===== src/rtl/cdf_top.sv =====
// cdf_top: reads a 256-bin histogram (four 32-bit bins per 128-bit word) from
// scratch memory, writes the running-sum CDF back in the same packing, and
// reports cdf_min, the first non-zero CDF value, for the downstream divider.
module cdf_top #(
  parameter int unsigned NUM_WORDS = 64,
  parameter logic [15:0] RD_BASE   = 16'h0000,
  parameter logic [15:0] WT_BASE   = 16'h0040
) (
  input  logic         clk,
  input  logic         reset,
  input  logic         enable,
  input  logic [127:0] cdf_sc_mem_rd_data,
  output logic [15:0]  cdf_sc_mem_rd_addr,
  output logic         cdf_sc_mem_rd_en,
  output logic [127:0] cdf_sc_mem_wt_data,
  output logic [15:0]  cdf_sc_mem_wt_addr,
  output logic         cdf_sc_mem_wt_en,
  output logic [31:0]  cdf_min,
  output logic         cdf_done
);

  localparam int unsigned    CW       = $clog2(NUM_WORDS + 1);
  localparam logic [CW-1:0]  CNT_LAST = CW'(NUM_WORDS);

  typedef enum logic [1:0] {
    IDLE  = 2'd0,
    RUN   = 2'd1,
    DRAIN = 2'd2,
    DONE  = 2'd3
  } state_e;

  state_e             state_q, state_d;
  logic [31:0]        acc_q, acc_d;
  logic [CW-1:0]      rd_cnt_q, rd_cnt_d;
  logic [CW-1:0]      wt_cnt_q, wt_cnt_d;
  logic               min_found_q, min_found_d;
  logic [15:0]        rd_addr_q, rd_addr_d;
  logic               rd_en_q, rd_en_d;
  logic [127:0]       wt_data_q, wt_data_d;
  logic [15:0]        wt_addr_q, wt_addr_d;
  logic               wt_en_q, wt_en_d;
  logic [31:0]        cdf_min_q, cdf_min_d;
  logic               done_q, done_d;

  logic [3:0][31:0]   cum_s;
  logic               min_hit_s;
  logic [31:0]        min_val_s;

  // Lane prefix sums on the incoming word, chained from the running accumulator (mod 2^32).
  always_comb begin
    cum_s[0] = acc_q    + cdf_sc_mem_rd_data[31:0];
    cum_s[1] = cum_s[0] + cdf_sc_mem_rd_data[63:32];
    cum_s[2] = cum_s[1] + cdf_sc_mem_rd_data[95:64];
    cum_s[3] = cum_s[2] + cdf_sc_mem_rd_data[127:96];
  end

  // Lowest lane (in bin order) with a non-zero cumulative value.
  always_comb begin
    min_hit_s = 1'b0;
    min_val_s = 32'd0;
    if (cum_s[0] != 32'd0) begin
      min_hit_s = 1'b1;
      min_val_s = cum_s[0];
    end else if (cum_s[1] != 32'd0) begin
      min_hit_s = 1'b1;
      min_val_s = cum_s[1];
    end else if (cum_s[2] != 32'd0) begin
      min_hit_s = 1'b1;
      min_val_s = cum_s[2];
    end else if (cum_s[3] != 32'd0) begin
      min_hit_s = 1'b1;
      min_val_s = cum_s[3];
    end else begin
      min_hit_s = 1'b0;
      min_val_s = 32'd0;
    end
  end

  // Next-state and datapath: read issue by FSM, write/accumulate one cycle behind each read.
  always_comb begin
    state_d     = state_q;
    acc_d       = acc_q;
    rd_cnt_d    = rd_cnt_q;
    wt_cnt_d    = wt_cnt_q;
    min_found_d = min_found_q;
    rd_addr_d   = rd_addr_q;
    rd_en_d     = 1'b0;
    wt_data_d   = wt_data_q;
    wt_addr_d   = wt_addr_q;
    wt_en_d     = 1'b0;
    cdf_min_d   = cdf_min_q;
    done_d      = done_q;

    case (state_q)
      IDLE: begin
        // cdf_min stays visible to the divider until the next start clears it.
        acc_d       = 32'd0;
        rd_cnt_d    = '0;
        wt_cnt_d    = '0;
        min_found_d = 1'b0;
        done_d      = 1'b0;
        if (enable) begin
          state_d   = RUN;
          rd_en_d   = 1'b1;
          rd_addr_d = RD_BASE;
          rd_cnt_d  = CW'(1);
          cdf_min_d = 32'd0;
        end else begin
          state_d   = IDLE;
        end
      end
      RUN: begin
        if (rd_cnt_q < CNT_LAST) begin
          rd_en_d   = 1'b1;
          rd_addr_d = RD_BASE + 16'(rd_cnt_q);
          rd_cnt_d  = rd_cnt_q + CW'(1);
        end else begin
          state_d   = DRAIN;
        end
      end
      DRAIN: begin
        // The last word was sampled on the edge that entered DRAIN.
        state_d = DONE;
        done_d  = 1'b1;
      end
      DONE: begin
        if (!enable) begin
          state_d = IDLE;
          done_d  = 1'b0;
        end else begin
          state_d = DONE;
          done_d  = 1'b1;
        end
      end
      default: begin
        state_d = IDLE;
        done_d  = 1'b0;
      end
    endcase

    // A read strobe last cycle means its data is on the bus now.
    if (rd_en_q) begin
      acc_d     = cum_s[3];
      wt_en_d   = 1'b1;
      wt_addr_d = WT_BASE + 16'(wt_cnt_q);
      wt_data_d = cum_s;
      wt_cnt_d  = wt_cnt_q + CW'(1);
      if (!min_found_q && min_hit_s) begin
        cdf_min_d   = min_val_s;
        min_found_d = 1'b1;
      end else begin
        cdf_min_d   = cdf_min_d;
        min_found_d = min_found_d;
      end
    end else begin
      wt_en_d = 1'b0;
    end
  end

  // State and output registers; asynchronous active-low reset clears everything.
  always_ff @(posedge clk or negedge reset) begin
    if (!reset) begin
      state_q     <= IDLE;
      acc_q       <= 32'd0;
      rd_cnt_q    <= '0;
      wt_cnt_q    <= '0;
      min_found_q <= 1'b0;
      rd_addr_q   <= 16'd0;
      rd_en_q     <= 1'b0;
      wt_data_q   <= 128'd0;
      wt_addr_q   <= 16'd0;
      wt_en_q     <= 1'b0;
      cdf_min_q   <= 32'd0;
      done_q      <= 1'b0;
    end else begin
      state_q     <= state_d;
      acc_q       <= acc_d;
      rd_cnt_q    <= rd_cnt_d;
      wt_cnt_q    <= wt_cnt_d;
      min_found_q <= min_found_d;
      rd_addr_q   <= rd_addr_d;
      rd_en_q     <= rd_en_d;
      wt_data_q   <= wt_data_d;
      wt_addr_q   <= wt_addr_d;
      wt_en_q     <= wt_en_d;
      cdf_min_q   <= cdf_min_d;
      done_q      <= done_d;
    end
  end

  assign cdf_sc_mem_rd_addr = rd_addr_q;
  assign cdf_sc_mem_rd_en   = rd_en_q;
  assign cdf_sc_mem_wt_data = wt_data_q;
  assign cdf_sc_mem_wt_addr = wt_addr_q;
  assign cdf_sc_mem_wt_en   = wt_en_q;
  assign cdf_min            = cdf_min_q;
  assign cdf_done           = done_q;

endmodule


===== config.mk =====
export PLATFORM = sky130hd
export DESIGN_NAME = cdf_top
export DESIGN_NICKNAME = d
export VERILOG_FILES = /design/src/rtl/cdf_top.sv
export SDC_FILE = /design/constraint.sdc
export NUM_CORES = 1
export LEC_CHECK = 0
export ABC_AREA = 1
export BUFFER_PORTS_ARGS = -buffer_cell sky130_fd_sc_hd__buf_4
export CAP_MARGIN = 20
export CORE_AREA = 4 4 243 198
export CTS_CLUSTER_DIAMETER = 120
export CTS_CLUSTER_SIZE = 28
export DETAILED_ROUTE_END_ITERATION = 7
export DIE_AREA = 0 0 247 202
export MAX_ROUTING_LAYER = met4
export PLACE_DENSITY = 0.71
export SLEW_MARGIN = 10
export SYNTH_ARGS = -nofsm -noshare
export SYNTH_HDL_FRONTEND = slang
export SYNTH_SLANG_ARGS = --single-unit

===== constraint.sdc =====
create_clock -name clk -period 6.56 [get_ports clk]
set_input_delay 0 -clock clk [delete_from_list [all_inputs] [get_ports clk]]
set_output_delay 0 -clock clk [all_outputs]
set_load 0.02 [all_outputs]

==> metrics.yaml <==
status:
  run_status: "finished, violations left"
  violations: "negative setup slack"
critical_path:
  rrSetupSlack_ps: -830
  path_max_fanout: 5
  rr_worst_depth: 47
  path_class: "flop to flop"
  timing.critical_path.slowest_stage_cell: "dfrtp_1"
  worst-endpoint-arrival_ps: 7830
  worstPathRequired_ps: 7000
  timing.rr.end: "cdf_min[10]"
  worst_path_most_repeated_cell: "nand2_2"
  timing.critical_path.to_type: "flop"
  biggest_cell_delay_along_the_critical_path_ps: 410
  r2r_start: "acc_q[0]"
  cp-start-kind: "flop"
global_route:
  grt_pass1_wl_um: 118000
  grt_util_all_layers_pct: 31.7
  first_global_vias: 20605
  grt_overflow_total: 0
  antenna_found_initial: 1
  largest_net_degree_at_the_start_of_global_routing: 144
logic_synthesis:
  most_used_flip_flop_cell_after_synthesis: "dfrtp_1"
  post-synth-top-count-cell: "nand2_1"
  ys_seq_elements: 227
  netlist_area_mm2: 0.0181
  synth_sequential_area_ratio_pct: 31.4
  share_of_flip_flops_with_an_asynchronous_set_or_reset_pct: 100
  synth_largest_type_area_fraction_pct: 31.4
  synth_area_leaders: "dfrtp_1, nand2_1, ha_1"
  average_cell_area_after_synthesis_um2: 6.64
  netlist_top_cells_count: "nand2_1, inv_1, dfrtp_1, nor2_1, nand3_1"
  synthDominantAreaCellType: "dfrtp_1"
  synthCells: 2727
  synth-edff-count: 0
  yosysWarnings: 0
  netlist-cell-type-count: 55
timing:
  slew_viol_final: 0
  relative_slew_slack_pct: 38.5
  finalSetupViolations: 41
  timing.final.crit_share_pct: 113
  fin_worst_skew_ps: 42.4
  final.min_clock_period_ps: 7390
  timing_hold_violations_final: 0
  unrepaired_setup_endpoints_after_global_routing: "true"
  max_slew.worst_pin.slew_ps: 922
  summed_negative_setup_slack_over_all_endpoints_ps: -28340
  post-route-worst-setup-slack_ps: -833
  max_freq_ghz: 0.135
floorplan:
  top_level_ports: 326
  die_height_um: 202
  die_width_um: 247
  initial_utilization_pct: 39.8
  core_region_area_mm2: 0.0455
  fp.dieArea_mm2: 0.0499
  placement_rows: 70
clock_tree:
  clock_insertion_delay_at_the_later_pin_of_the_skew_report_ps: 530
  clk_transition_reported_paths_ps: 120
  tritoncts.num_buffers: 12
  cts.sink_count: 227
  cts_tree: "done"
  cts_max_path_buffers: 3
  cts.htree.levels: 1
  clk_root_buffer_cell: "clkbuf_16"
finish:
  layout.core_utilization_pct: 62.8
  post_route_cells_drive_above_1_share_pct: 38.3
  finalNetCount: 3909
  layout-area-overhead-vs-synth_pct: 57.6
  nFillCells: 4076
route:
  postRouteAntennaNets: 0
  post_drt_via_cell_ratio: 5.17
  dr.first_iter.drc_count: 2072
  wl_um: 81600
  drt_wl_cell_um: 19.2
  drt_pre_antenna_iters: 5
  routed-via-count: 21989
  route.detailed.drc: 0
placement:
  placement.setup.worst_slack_ps: -1140
  globalplace.congestion: 1.12
  portBuffers: 308
  place_hpwl_um: 65300
hold_path:
  hold_depth: 4
  min-delay-start: "cdf_sc_mem_rd_data[64]"
  min_delay_worst_endpoint: "cdf_sc_mem_wt_data[64]"
  timing.hold.worst.class: "input port to flop"
flow_run:
  max_cap_violation_count: 0
## cells in the final DEF, fill, tap and decap left out, drive strengths merged, types with 4 or more instances in the layout
cell    instances
xnor2          19
nor2          232
ha            134
nor3           37
conb           17
nand4          53
clkbuf         14
or2             7
nand3b          8
dfrtp         227
a221oi          4
o21ai         177
xor2           54
o21a            5
fa              4
a21o           15
inv           356
a21oi         154
nor4           13
buf           957
o21bai         17
a31oi          10
o211ai          9
nand2         915
nand3         179
## kinds of logic after synthesis
| logic type | Yosys count | synth area share [%] |
|---|---|---|
| AND/OR/NAND/NOR | 1448 | 33.3 |
| adder cells (fa/ha/maj) | 138 | 9.70 |
| flip-flops | 227 | 31.4 |
| XOR/XNOR | 73 | 3.61 |
| AO/OA/AOI/OAI | 407 | 12.4 |
| buffers and inverters | 433 | 9.58 |
| other | 1 | 0.0207 |
## sequential cells by signal (all words and copies together), names as in the netlist
name / count
state_q: 2
cdf_sc_mem_rd_addr: 7
min_found_q: 1
wt_cnt_q: 7
cdf_done: 1
cdf_sc_mem_wt_en: 1
cdf_sc_mem_wt_data: 128
acc_q: 32
rd_cnt_q: 7
cdf_sc_mem_rd_en: 1
cdf_min: 32
cdf_sc_mem_wt_addr: 8
## how the worst max path moves through the flow
stage                         from           to  slack [ps]  cells after the start
final                     acc_q[0]  cdf_min[10]        -830                     47
after global routing      acc_q[0]  cdf_min[10]       -1170                     54
after CTS                 acc_q[0]   cdf_min[2]        -540                     48
after detailed placement  acc_q[0]  cdf_min[22]       -1140                     48
after global placement    acc_q[0]  cdf_min[19]       -1120                     42
after floorplan           acc_q[0]  cdf_min[23]          10                     52
## cell type report
type | count | area, um^2 | share of cell area (%)
sequential | 227 | 5680 | 19.9
inverter | 357 | 1350 | 4.73
clock inverter | 4 | 57.6 | 0.202
timing repair buffer | 959 | 7390 | 25.9
multi-input combinational | 2083 | 13000 | 45.4
clock buffer | 14 | 329 | 1.15
antenna | 1 | 2.50 | 0.00877
tap | 612 | 766 | 2.68
## worst max-delay path: cells and delay by family, from the launching register on
kind	cells	cell delay (ps)
AO/OA/AOI/OAI	10	1640
XOR/XNOR	3	590
adder cells (fa/ha/maj)	5	1370
buffers and inverters	11	1200
flip-flops	1	410
AND/OR/NAND/NOR	18	2040
## per-stage QoR
stage / hold slack (ps) / cell area (um^2) / std cells
after floorplan: -296 / 18300 / 2743
after CTS: 40.1 / 27500 / 4235
after detailed placement: 45.3 / 25300 / 4150
after global placement: 44.0 / 25300 / 4149
after global routing: 93.0 / 28500 / 4257
final: 53.0 / 28500 / 4257
## repair_timing
item,in CTS,in global routing
setup endpoints to repair,63,63
hold buffers,2,0
gates resized for setup,266,196
endpoints found under the hold margin,87,0
buffers inserted,62,22
cloned,3,0
pin swaps,75,102
## metal layers
| layer | vias up | routed length, um | GRT usage, % | share of wire [%] |
|---|---|---|---|---|
| met2 | 1079 | 33800 | 44.7 | 41 |
| met3 | 171 | 7810 | 4.83 | 9.6 |
| met1 | 10161 | 35600 | 45.3 | 44 |
| li1 | 10578 | - | - | - |
| met4 | 0 | 4330 | 13.1 | 5.3 |
| met5 | - | 0 | - | 0 |
Power is left out: the tool's default activity adds up to more than one toggle a clock period on the data nets, which glitch-free logic cannot reach.
